--- src/rtl/dl_cmd_sched.sv ---
// Command scheduler: forwards host bytes to the driver and runs timed edge/unload sequences.
// Strobes are registered (host bytes appear one cycle after accept); host input stalls outside IDLE or on timer expiry.
module dl_cmd_sched #(
  parameter int P_SAMPLE_CYC = 24,
  parameter int P_UNLOADS    = 8,
  parameter int P_PERIOD_W   = 16
) (
  input  logic                  i_clk,
  input  logic                  i_rst_n,
  input  logic                  i_host_valid,
  input  logic [7:0]            i_host_data,
  output logic                  o_host_ready,
  output logic                  o_cmd_valid,
  output logic [7:0]            o_cmd_data,
  input  logic                  i_tx_valid,
  input  logic                  i_tx_accept,
  input  logic                  i_cfg_en,
  input  logic [P_PERIOD_W-1:0] i_cfg_period,
  input  logic [3:0]            i_cfg_bursts,
  output logic                  o_busy,
  output logic                  o_done
);

  localparam int WAIT_W = (P_SAMPLE_CYC > 0) ? $clog2(P_SAMPLE_CYC + 1) : 1;
  localparam int UNL_W  = (P_UNLOADS > 0) ? $clog2(P_UNLOADS + 1) : 1;

  localparam logic [WAIT_W-1:0]     WAIT_INIT = WAIT_W'(P_SAMPLE_CYC);
  localparam logic [WAIT_W-1:0]     WAIT_ONE  = WAIT_W'(1);
  localparam logic [UNL_W-1:0]      UNL_INIT  = UNL_W'(P_UNLOADS);
  localparam logic [UNL_W-1:0]      UNL_ONE   = UNL_W'(1);
  localparam logic [P_PERIOD_W-1:0] TMR_ONE   = P_PERIOD_W'(1);
  localparam logic [7:0]            OP_EDGE   = 8'h03;
  localparam logic [7:0]            OP_UNLOAD = 8'h01;

  typedef enum logic [2:0] {
    S_IDLE,
    S_EDGE,
    S_WAIT,
    S_UNLOAD,
    S_DRAIN
  } state_e;

  state_e                  state_q, state_d;
  logic [P_PERIOD_W-1:0]   timer_q, timer_d;
  logic [WAIT_W-1:0]       wait_q, wait_d;
  logic [UNL_W-1:0]        unl_q, unl_d;
  logic [3:0]              burst_q, burst_d;
  logic                    inhibit_q, inhibit_d;
  logic                    en_q;
  logic                    cmd_valid_q, cmd_valid_d;
  logic [7:0]              cmd_data_q, cmd_data_d;
  logic                    done_q, done_d;

  logic en_rise, en_fall, expiry, host_acc, seq_done;

  assign en_rise = i_cfg_en & ~en_q;
  assign en_fall = ~i_cfg_en & en_q;

  // The rising-edge cycle only reloads the timer, so expiry needs en to have been high already.
  assign expiry   = (state_q == S_IDLE) & i_cfg_en & en_q & ~inhibit_q & (timer_q == '0);
  assign host_acc = i_host_valid & o_host_ready;

  assign o_host_ready = i_rst_n & (state_q == S_IDLE) & ~expiry;
  assign o_cmd_valid  = cmd_valid_q;
  assign o_cmd_data   = cmd_data_q;
  assign o_busy       = (state_q != S_IDLE);
  assign o_done       = done_q;

  always_comb begin
    state_d     = state_q;
    timer_d     = timer_q;
    wait_d      = wait_q;
    unl_d       = unl_q;
    burst_d     = burst_q;
    inhibit_d   = inhibit_q;
    cmd_valid_d = 1'b0;
    cmd_data_d  = cmd_data_q;
    done_d      = 1'b0;
    seq_done    = 1'b0;

    case (state_q)
      S_IDLE: begin
        if (expiry) begin
          state_d = S_EDGE;
        end else if (host_acc) begin
          cmd_valid_d = 1'b1;
          cmd_data_d  = i_host_data;
        end
        if (i_cfg_en && !inhibit_q && timer_q != '0) begin
          timer_d = timer_q - TMR_ONE;
        end
      end
      S_EDGE: begin
        wait_d  = WAIT_INIT;
        state_d = S_WAIT;
      end
      S_WAIT: begin
        if (wait_q != '0) begin
          wait_d = wait_q - WAIT_ONE;
        end
        if (wait_q <= WAIT_ONE) begin
          unl_d   = UNL_INIT;
          state_d = S_UNLOAD;
        end
      end
      S_UNLOAD: begin
        state_d = S_DRAIN;
      end
      S_DRAIN: begin
        if (i_tx_valid && i_tx_accept) begin
          if (unl_q > UNL_ONE) begin
            unl_d   = unl_q - UNL_ONE;
            state_d = S_UNLOAD;
          end else begin
            unl_d    = '0;
            seq_done = 1'b1;
          end
        end
      end
      default: begin
        state_d = S_IDLE;
      end
    endcase

    if (seq_done) begin
      state_d = S_IDLE;
      timer_d = i_cfg_period;
      burst_d = (burst_q == 4'hF) ? burst_q : burst_q + 4'd1;
      if (i_cfg_bursts != 4'd0 && burst_d == i_cfg_bursts) begin
        done_d    = 1'b1;
        inhibit_d = i_cfg_en;
      end
    end

    // Auto strobes are issued as the state is entered, so they line up with EDGE/UNLOAD.
    if (state_d == S_EDGE) begin
      cmd_valid_d = 1'b1;
      cmd_data_d  = OP_EDGE;
    end else if (state_d == S_UNLOAD) begin
      cmd_valid_d = 1'b1;
      cmd_data_d  = OP_UNLOAD;
    end

    if (en_rise) begin
      timer_d = i_cfg_period;
    end
    if (en_fall) begin
      burst_d   = 4'd0;
      inhibit_d = 1'b0;
    end
  end

  always_ff @(posedge i_clk) begin
    if (!i_rst_n) begin
      state_q     <= S_IDLE;
      timer_q     <= i_cfg_period;
      wait_q      <= '0;
      unl_q       <= '0;
      burst_q     <= 4'd0;
      inhibit_q   <= 1'b0;
      en_q        <= 1'b0;
      cmd_valid_q <= 1'b0;
      cmd_data_q  <= 8'h00;
      done_q      <= 1'b0;
    end else begin
      state_q     <= state_d;
      timer_q     <= timer_d;
      wait_q      <= wait_d;
      unl_q       <= unl_d;
      burst_q     <= burst_d;
      inhibit_q   <= inhibit_d;
      en_q        <= i_cfg_en;
      cmd_valid_q <= cmd_valid_d;
      cmd_data_q  <= cmd_data_d;
      done_q      <= done_d;
    end
  end

endmodule
--- config.mk ---
export PLATFORM = sky130hd
export DESIGN_NAME = dl_cmd_sched
export DESIGN_NICKNAME = d
export VERILOG_FILES = /design/src/rtl/dl_cmd_sched.sv
export SDC_FILE = /design/constraint.sdc
export NUM_CORES = 1
export LEC_CHECK = 0
export BUFFER_PORTS_ARGS = -buffer_cell sky130_fd_sc_hd__buf_2
export CORE_MARGIN = 4
export CORE_UTILIZATION = 40
export CTS_CLUSTER_SIZE = 28
export DETAILED_ROUTE_END_ITERATION = 8
export SETUP_SLACK_MARGIN = 0.05
export SYNTH_ARGS = -nofsm -noshare
export SYNTH_HDL_FRONTEND = slang
export SYNTH_SLANG_ARGS = --single-unit
--- constraint.sdc ---
create_clock -name i_clk -period 4.45 [get_ports i_clk]
set_input_delay 0.6675 -clock i_clk [delete_from_list [all_inputs] [get_ports i_clk]]
set_output_delay 0.6675 -clock i_clk [all_outputs]
set_load 0.02 [all_outputs]
## Yosys cells after proc, flatten, opt, wreduce, memory -nomap -nowiden

Index checks and enable logic that the tools add are counted.

- Bits in registers: 44
- Bits of input ports: 34
- Output and inout bits: 12
- Logic and storage cells: 101

- Add/subtract/negate cells: 4
- Order comparisons: 2
- Eq/ne operators: 14
- Mux-type cells: 32
- Bitwise gates (word level): 14
- Reduce and logical (&&, ||, !) cells: 24

Operator list:

| kind | number |
|---|---|
| 2-to-1 mux 16 bit | 5 |
| zero test 16 bit | 1 |
| 2-to-1 mux 4 bit | 4 |
| nonzero test 16 bit | 1 |
| subtractor 16 x 1 -> 16 bit, second input constant | 1 |
| 2-to-1 mux 3 bit | 5 |
| case mux 3 bit (5 select lines) | 1 |
| 2-to-1 mux 2 bit | 5 |
| case mux 5 bit (2 select lines) | 1 |
| AND 1 bit | 9 |
| == test 3 x 2 -> 1 bit, second input constant | 3 |
| 2-to-1 mux 1 bit | 9 |
| AND reduction 3 bit | 3 |
| nonzero test 3 bit | 3 |
| inequality test 4 x 1 -> 1 bit, second input constant | 2 |
| case mux 4 bit (2 select lines) | 1 |
| AND reduction 2 bit | 4 |
| == test 3 x 1 -> 1 bit, second input constant | 2 |
| inequality test 2 bit, second input constant | 3 |
| less-or-equal comparator 5 x 1 -> 1 bit, second input constant | 1 |
| 2-to-1 mux 5 bit | 1 |
| NOT 1 bit | 5 |
| nonzero test 5 bit | 1 |
| subtractor 5 x 1 -> 5 bit, second input constant | 1 |
| other kinds (14) | 18 |

## Logic depth before layout (Yosys ltp)

Gate-level depths: netlist of run 1.

- Depth after elaboration: 13
- Mapped depth: 8
- Gate-level depth less buffers: 7

## Least setup slack after synthesis of run 1

OpenSTA, ideal clock, no wires.

- Path type: reg-to-reg
- Start: register state_q[1]
- End: register timer_q[0], enable pin
- Setup time: 372 ps
- Data arrival time: 2078 ps
- Required time: 4078 ps
- Setup slack: 2000 ps
- Cell stages (with the launch flop): 9
- Path buffers: 4
- Period minus slack after synthesis: 2450 ps
- Cells stage by stage: dfxtp_1 -> buf_2 -> or3b_1 -> buf_2 -> nor4_4 -> nor2_1 -> buf_2 -> buf_6 -> nand2_1

- Cells in the longest elaborated chain, start to end: 4
- Elaborated cells between the ends (all ways): 6
- Classes of those cells: 3 x eq/ne; 1 x mux; 2 x reduce/logical

Ends and longest elaborated chain:

| what | line | RTL |
|---|---|---|
| start: declaration | 43 | `state_e state_q, state_d;` |
| start signal: assignment | 166 | `state_q <= state_d;` |
| == test 3 bit | 81 | `case (state_q)` |
| 2-to-1 mux 1 bit | 81 |  |
| inequality test 4 x 1 -> 1 bit (no source line) | - |  |
| AND reduction 2 bit (no source line) (*) | - |  |
| end signal: assignment | 156 | `timer_q <= i_cfg_period;` |
| end signal: assignment | 167 | `timer_q <= timer_d;` |
| end: declaration | 44 | `logic [P_PERIOD_W-1:0] timer_q, timer_d;` |

Every way passes the cells marked *; elsewhere a longest branch is shown, timed or not.
A chain may end at the register's enable or synchronous reset.

## Final worst setup path of run 1

- Start: register timer_q[10]
- End: output port o_host_ready

- Cells in the longest elaborated chain, start to end: 4

Ends and longest elaborated chain:

| what | line | RTL |
|---|---|---|
| zero test 16 bit | 60 | `assign expiry = (state_q == S_IDLE) & i_cfg_en & en_q & ~inhibit_q & (timer_q == '0);` |
| AND 1 bit | 60 |  |
| NOT 1 bit (no source line) | - |  |
| AND 1 bit | 63 | `assign o_host_ready = i_rst_n & (state_q == S_IDLE) & ~expiry;` |
| end: declaration | 12 | `output logic o_host_ready,` |

No other way between the ends.

==> flow_summary_export.csv, run 1 <==
group,metric,value,unit
power,sw_frac_of_total,26.1,%
setup_path,r2r_setup_slack,1.88,ns
detailed_routing,routed-via-count,2065,
setup_path,startpoint_type,"register",
timing,rsz0062_at_grt,"false",
clock_tree,cts_resized,0,
clock_tree,clock_path_buffers,2,
timing,fin_skew,0.0105,ns
place,postPlaceCellArea,2740,um2
layout,final_cell_mix,"buf_2, nor2_1, nand2_1",
layout,drive_above_1_share,19.7,%
setup_path,cp_num_buf_inv,1,
setup_path,cp_data_arrival_time,2.25,ns
detailed_routing,drtPass1Iterations,4,
synth,synth_ff_type,"dfxtp_1",
synth,synth_nets,328,
grt,grt_max_degree,31,
status,status,"completed",
setup_path,path_cells,"or4_1, nor4_1, nand4_1, and3_1, buf_2",
layout,design_area,2820,um2
timing,hold_viol_final,0,
clock_tree,cts_hold_buf,0,
grt,track_usage,14.3,%
synth,synth_edf_count,16,
timing,max_clock_freq,343,MHz
timing,slew_headroom,54.0,%
detailed_routing,postRouteWirelength,5060,um
setup_path,slowest_stage,"or4_1",
detailed_routing,drtIter0Drc,71,
clock_tree,htree_levels,2,
grt,grt_pass1_vias,1934,
power,p_int,0.000596,W
power,vdd_drop_max,0.127,mV
clock_tree,cts_setup_buffers,0,
synth,synthCells,286,
timing,fin_crit,2.92,ns
power,pwr-share-comb,12.2,%
timing,setup_viol,0,
synth,yosysSeqAreaShare,42.4,%
synth,avgSynthCellArea,8.58,um2
layout,finish.utilization,47.4,%
grt,grt_overflow_total,0,
clock_tree,clkTransAtPathRegs,0.09,ns
layout,num-fill-cells,607,
power,fin_total_pwr,0.000807,W
detailed_routing,viasPerCell,5.10,
layout,num_antenna_cells,0,
clock_tree,cts_tree,"done",
synth,ys_seq_elements,44,
flow_run,maxCapViolations,0,
place,dp_hpwl,3770,um
setup_path,critPathKind,"register to primary output",
grt,grt_first_pass_wirelength,8640,um
die,ios,46,
setup_path,end_kind,"primary output",
setup_path,critPathRequiredTime,3.78,ns
timing,timing.final.crit_share,65.5,%
place,io_buffers,45,
setup_path,crit_family,"simple AND/OR/NAND/NOR gates",
timing,tns,0,ns
synth,yosysUniqueCellTypes,46,
worst_hold_path,hp-class,"register to register",
die,die-height,86.3,um
die,rows,28,
layout,fin_cells,405,
synth,netlist_area,2450,um2
clock_tree,numCtsBuffers,5,
setup_path,max_stage_delay,0.59,ns
timing,tightest_slew,0.684,ns
timing,drv_slew,0,
power,power_frac_seq,57.0,%
grt,antenna_found_initial,0,
power,powerDensity,286,nW/um2
clock_tree,cts.sinks,44,
power,pwr-share-clk,30.8,%
place,gp_congestion,0.792,
layout,area_delta_synth_final,15.0,%
die,initial_core_util,41.2,%
layout,layout_commonest_cell,"buf_2",
layout,fin_nets,371,
place,placed_cells,397,
die,die_area,7450,um2
clock_tree,clock_latency,0.30,ns
synth,synth_warnings,0,
setup_path,crit_path_max_fanout,5,
detailed_routing,wl_per_cell,12.5,um
detailed_routing,antenna_left,0,
detailed_routing,post-route-drc-count,0,
synth,async_reset_ff_share,0,%
power,switchingPower,0.000210,W
die,fp.dieW,86.3,um
clock_tree,cts-root-buf,"clkbuf_8",
die,core,5960,um2
power,total_leakage_power,1.08,nW
[worst min-delay path, cell delays in order (launching register included)]
cell     delay [ns]
dfxtp_1        0.32
nand2_1        0.05
a21oi_1        0.05
[sequential cells by signal, indices dropped and copies added, names as in the netlist]
signal / cells
unl_q: 4
timer_q: 16
inhibit_q: 1
o_cmd_data: 8
o_done: 1
o_cmd_valid: 1
state_q: 3
wait_q: 5
burst_q: 4
en_q: 1
[metal layers]
metal	vias to the layer above	global-route usage, %	routed length (um)
li1	1085	-	-
met1	933	19.9	2600
met5	-	0	0
met2	42	22.0	2110
met3	5	2.95	275
met4	0	5.10	75
[synthesized netlist by cell type (all sizes together) (2+ instances only)]
cell     n  area [um2]
a31oi    3        18.8
buf      4        26.3
dfxtp   28         561
or3      3        18.8
nor2    36         135
xor2     8        70.1
edfxtp  16         480
mux2     5        56.3
and3     7        43.8
o22a     2        17.5
clkbuf   6        22.5
nor4     7        58.8
ha       8         100
nand2   34         128
a21oi   30         150
o211ai   2        15.0
nand3b   3        22.5
nor2b    6        37.5
nand3    8        40.0
a21o     2        15.0
nand4    3        18.8
inv     14        52.6
or3b     2        17.5
nor3     7        35.0
xnor2   13         114
o21ai   10        53.8
or2      2        12.5
or4      3        22.5
[layout make-up]
class	instances	area (um2)	area share, %
inverter	14	52.6	1.86
clock buffer	5	68.8	2.44
timing repair buffer	46	233	8.24
multi-input combinational	218	1320	46.6
tap	75	93.8	3.32
clock inverter	3	18.8	0.665
sequential	44	1040	36.9
[power groups by stage]
stage / logic (W) / clock network, W / registers, W
global placement: 0.0000988 / 0 / 0.000468
CTS: 0.0000997 / 0.000260 / 0.000459
finish: 0.0000985 / 0.000249 / 0.000460
global route: 0.000111 / 0.000279 / 0.000463
floorplan: 0.0000617 / 0 / 0.000471
detailed placement: 0.0000989 / 0 / 0.000469
[kinds of logic (layout without fill, tap and decap cells)]
kind of cell	Yosys count	in the layout	synth area share [%]
AOI/OAI and AO/OA	58	58	13.9
xor gates and xnor gates	21	21	7.49
adders and majority gates	9	9	4.49
buffers and inverters	24	68	4.13
DFF	44	44	42.4
muxes	6	6	2.70
and+or+nand+nor	124	124	24.9
[worst paths after layout]
check / from / endpoint / cells past startpoint
worst max-delay path: timer_q[10] / o_host_ready / 5
worst min-delay path: o_cmd_data[6] / o_cmd_data[6] / 2
worst max register to register: state_q[2] / timer_q[2] / 5
worst min register to register: o_cmd_data[6] / o_cmd_data[6] / 2
[per-stage QoR]
step	worst slack [ns]	hold WS, ns
after CTS	1.51	0.460
after floorplan	2.00	0.441
final	1.53	0.458
after global placement	1.83	0.442
after detailed placement	1.77	0.447
after global routing	1.38	0.475
No activity file was read; power rests on OpenSTA's default activity.
==> run 2, diff against run 1 <==
==> constraint.sdc (replaced) <==
create_clock -name i_clk -period 2.4 [get_ports i_clk]
set_input_delay 0.36 -clock i_clk [delete_from_list [all_inputs] [get_ports i_clk]]
set_output_delay 0.36 -clock i_clk [all_outputs]
set_load 0.02 [all_outputs]
==> flow_summary_export.csv, run 2 (synthesis results as in run 1) <==
group,metric,value,unit
place,gp_congestion,0.894,
timing,drv_slew,0,
timing,setup_viol,0,
grt,grt_pass1_vias,1969,
place,io_buffers,45,
grt,grt_max_degree,17,
detailed_routing,post-route-drc-count,0,
die,core,5960,um2
power,p_int,0.00123,W
setup_path,critPathRequiredTime,2.04,ns
power,pwr-share-clk,34.6,%
die,initial_core_util,41.2,%
power,vdd_drop_max,0.263,mV
timing,max_clock_freq,427,MHz
detailed_routing,postRouteWirelength,5320,um
layout,largest_reg_flops,16,
setup_path,startpoint_type,"register",
clock_tree,cts_hold_buf,0,
timing,fin_crit,2.34,ns
power,pwr-share-comb,13.1,%
detailed_routing,drtPass1Iterations,4,
grt,grt_overflow_total,0,
timing,tns,0,ns
power,sw_frac_of_total,24.4,%
setup_path,cp_data_arrival_time,1.98,ns
setup_path,end_kind,"primary output",
die,die_area,7450,um2
detailed_routing,wl_per_cell,12.6,um
clock_tree,clkTransAtPathRegs,0.09,ns
layout,num_antenna_cells,0,
clock_tree,htree_levels,2,
clock_tree,clock_path_buffers,2,
timing,timing.final.crit_share,97.7,%
layout,layout_commonest_cell,"buf_2",
die,fp.dieW,86.3,um
power,total_leakage_power,1.18,nW
timing,tightest_slew,0.459,ns
clock_tree,cts-root-buf,"clkbuf_8",
detailed_routing,antenna_left,0,
layout,final_cell_mix,"buf_2, nor2_1, nand2_1",
power,powerDensity,540,nW/um2
clock_tree,clock_latency,0.29,ns
status,status,"completed",
detailed_routing,viasPerCell,5.06,
timing,rsz0062_at_grt,"true",
layout,fin_nets,389,
clock_tree,cts.sinks,44,
layout,top_register,"timer_q",
worst_hold_path,hp-class,"input pin to register",
timing,hold_viol_final,0,
place,dp_hpwl,3970,um
die,rows,28,
flow_run,maxCapViolations,0,
power,switchingPower,0.000396,W
layout,area_delta_synth_final,22.5,%
timing,hold-worst-slack,0.294,ns
setup_path,crit_path_max_fanout,2,
die,die-height,86.3,um
clock_tree,cts_tree,"done",
setup_path,critPathKind,"register to primary output",
detailed_routing,routed-via-count,2142,
timing,slew_headroom,69.4,%
grt,track_usage,14.5,%
grt,grt_first_pass_wirelength,8870,um
die,ios,46,
power,power_frac_seq,52.3,%
timing,fin_skew,0.00556,ns
grt,antenna_found_initial,0,
layout,drive_above_1_share,25.3,%
clock_tree,numCtsBuffers,5,
layout,num-fill-cells,572,
detailed_routing,drtIter0Drc,71,
run 2: layout make-up:
class                   instances  area, um2  share of cell area [%]
multi-input cells             218       1340                    44.6
flip-flops and latches         44       1040                    34.6
repair buffers                 64        368                    12.2
well taps                      75       93.8                    3.12
clock buffers                   5       68.8                    2.29
inverters                      14       52.6                    1.75
clock inverters                 3       41.3                    1.37
run 2: timing repair:
action	CTS	global route
pin swaps	2	1
buffers inserted	8	1
endpoints found under the setup margin	1	5
resized for setup	4	1
run 2: power groups by stage:
stage	clock network [W]	registers, W	logic, W
after floorplan	0	0.000872	0.000115
after global placement	0	0.000869	0.000189
after detailed placement	0	0.000869	0.000190
after CTS	0.000580	0.000850	0.000210
after global routing	0.000619	0.000856	0.000237
final	0.000563	0.000850	0.000212
run 2: worst paths after layout:
kind,to,cells after the start,startpoint,slack [ns]
worst min-delay path,o_cmd_data[3],3,i_host_data[3],0.29
worst min register to register,o_cmd_data[3],2,o_cmd_data[3],0.45
worst max register to register,o_cmd_data[7],9,timer_q[10],0.16
worst max-delay path,o_host_ready,5,timer_q[10],0.06
run 2: layer usage:
metal | global-route usage [%] | vias up | share of wire (%)
met5 | 0 | - | 0
met4 | 4.11 | 0 | 1.1
met3 | 3.90 | 5 | 6.5
met2 | 23.3 | 53 | 44
met1 | 19.2 | 957 | 48
li1 | - | 1127 | -
run 2: metrics by stage:
stage	power, W	utilization [%]	area, um2	std cells	setup slack [ns]
finish	0.00163	50.5	3010	423	0.0564
global route	0.00171	50.5	3010	423	-0.0197
CTS	0.00164	50.3	3000	422	0.0524
detailed placement	0.00106	47.1	2810	406	0.182
global placement	0.00106	47.1	2810	406	0.260
floorplan	0.000987	-	2460	286	0.130
run 2: critical path: stages (launching register included):
cell      delay [ns]
edfxtp_1        0.40
or4_4           0.57
nor4_4          0.22
nand4_1         0.15
and3_1          0.20
buf_2           0.15
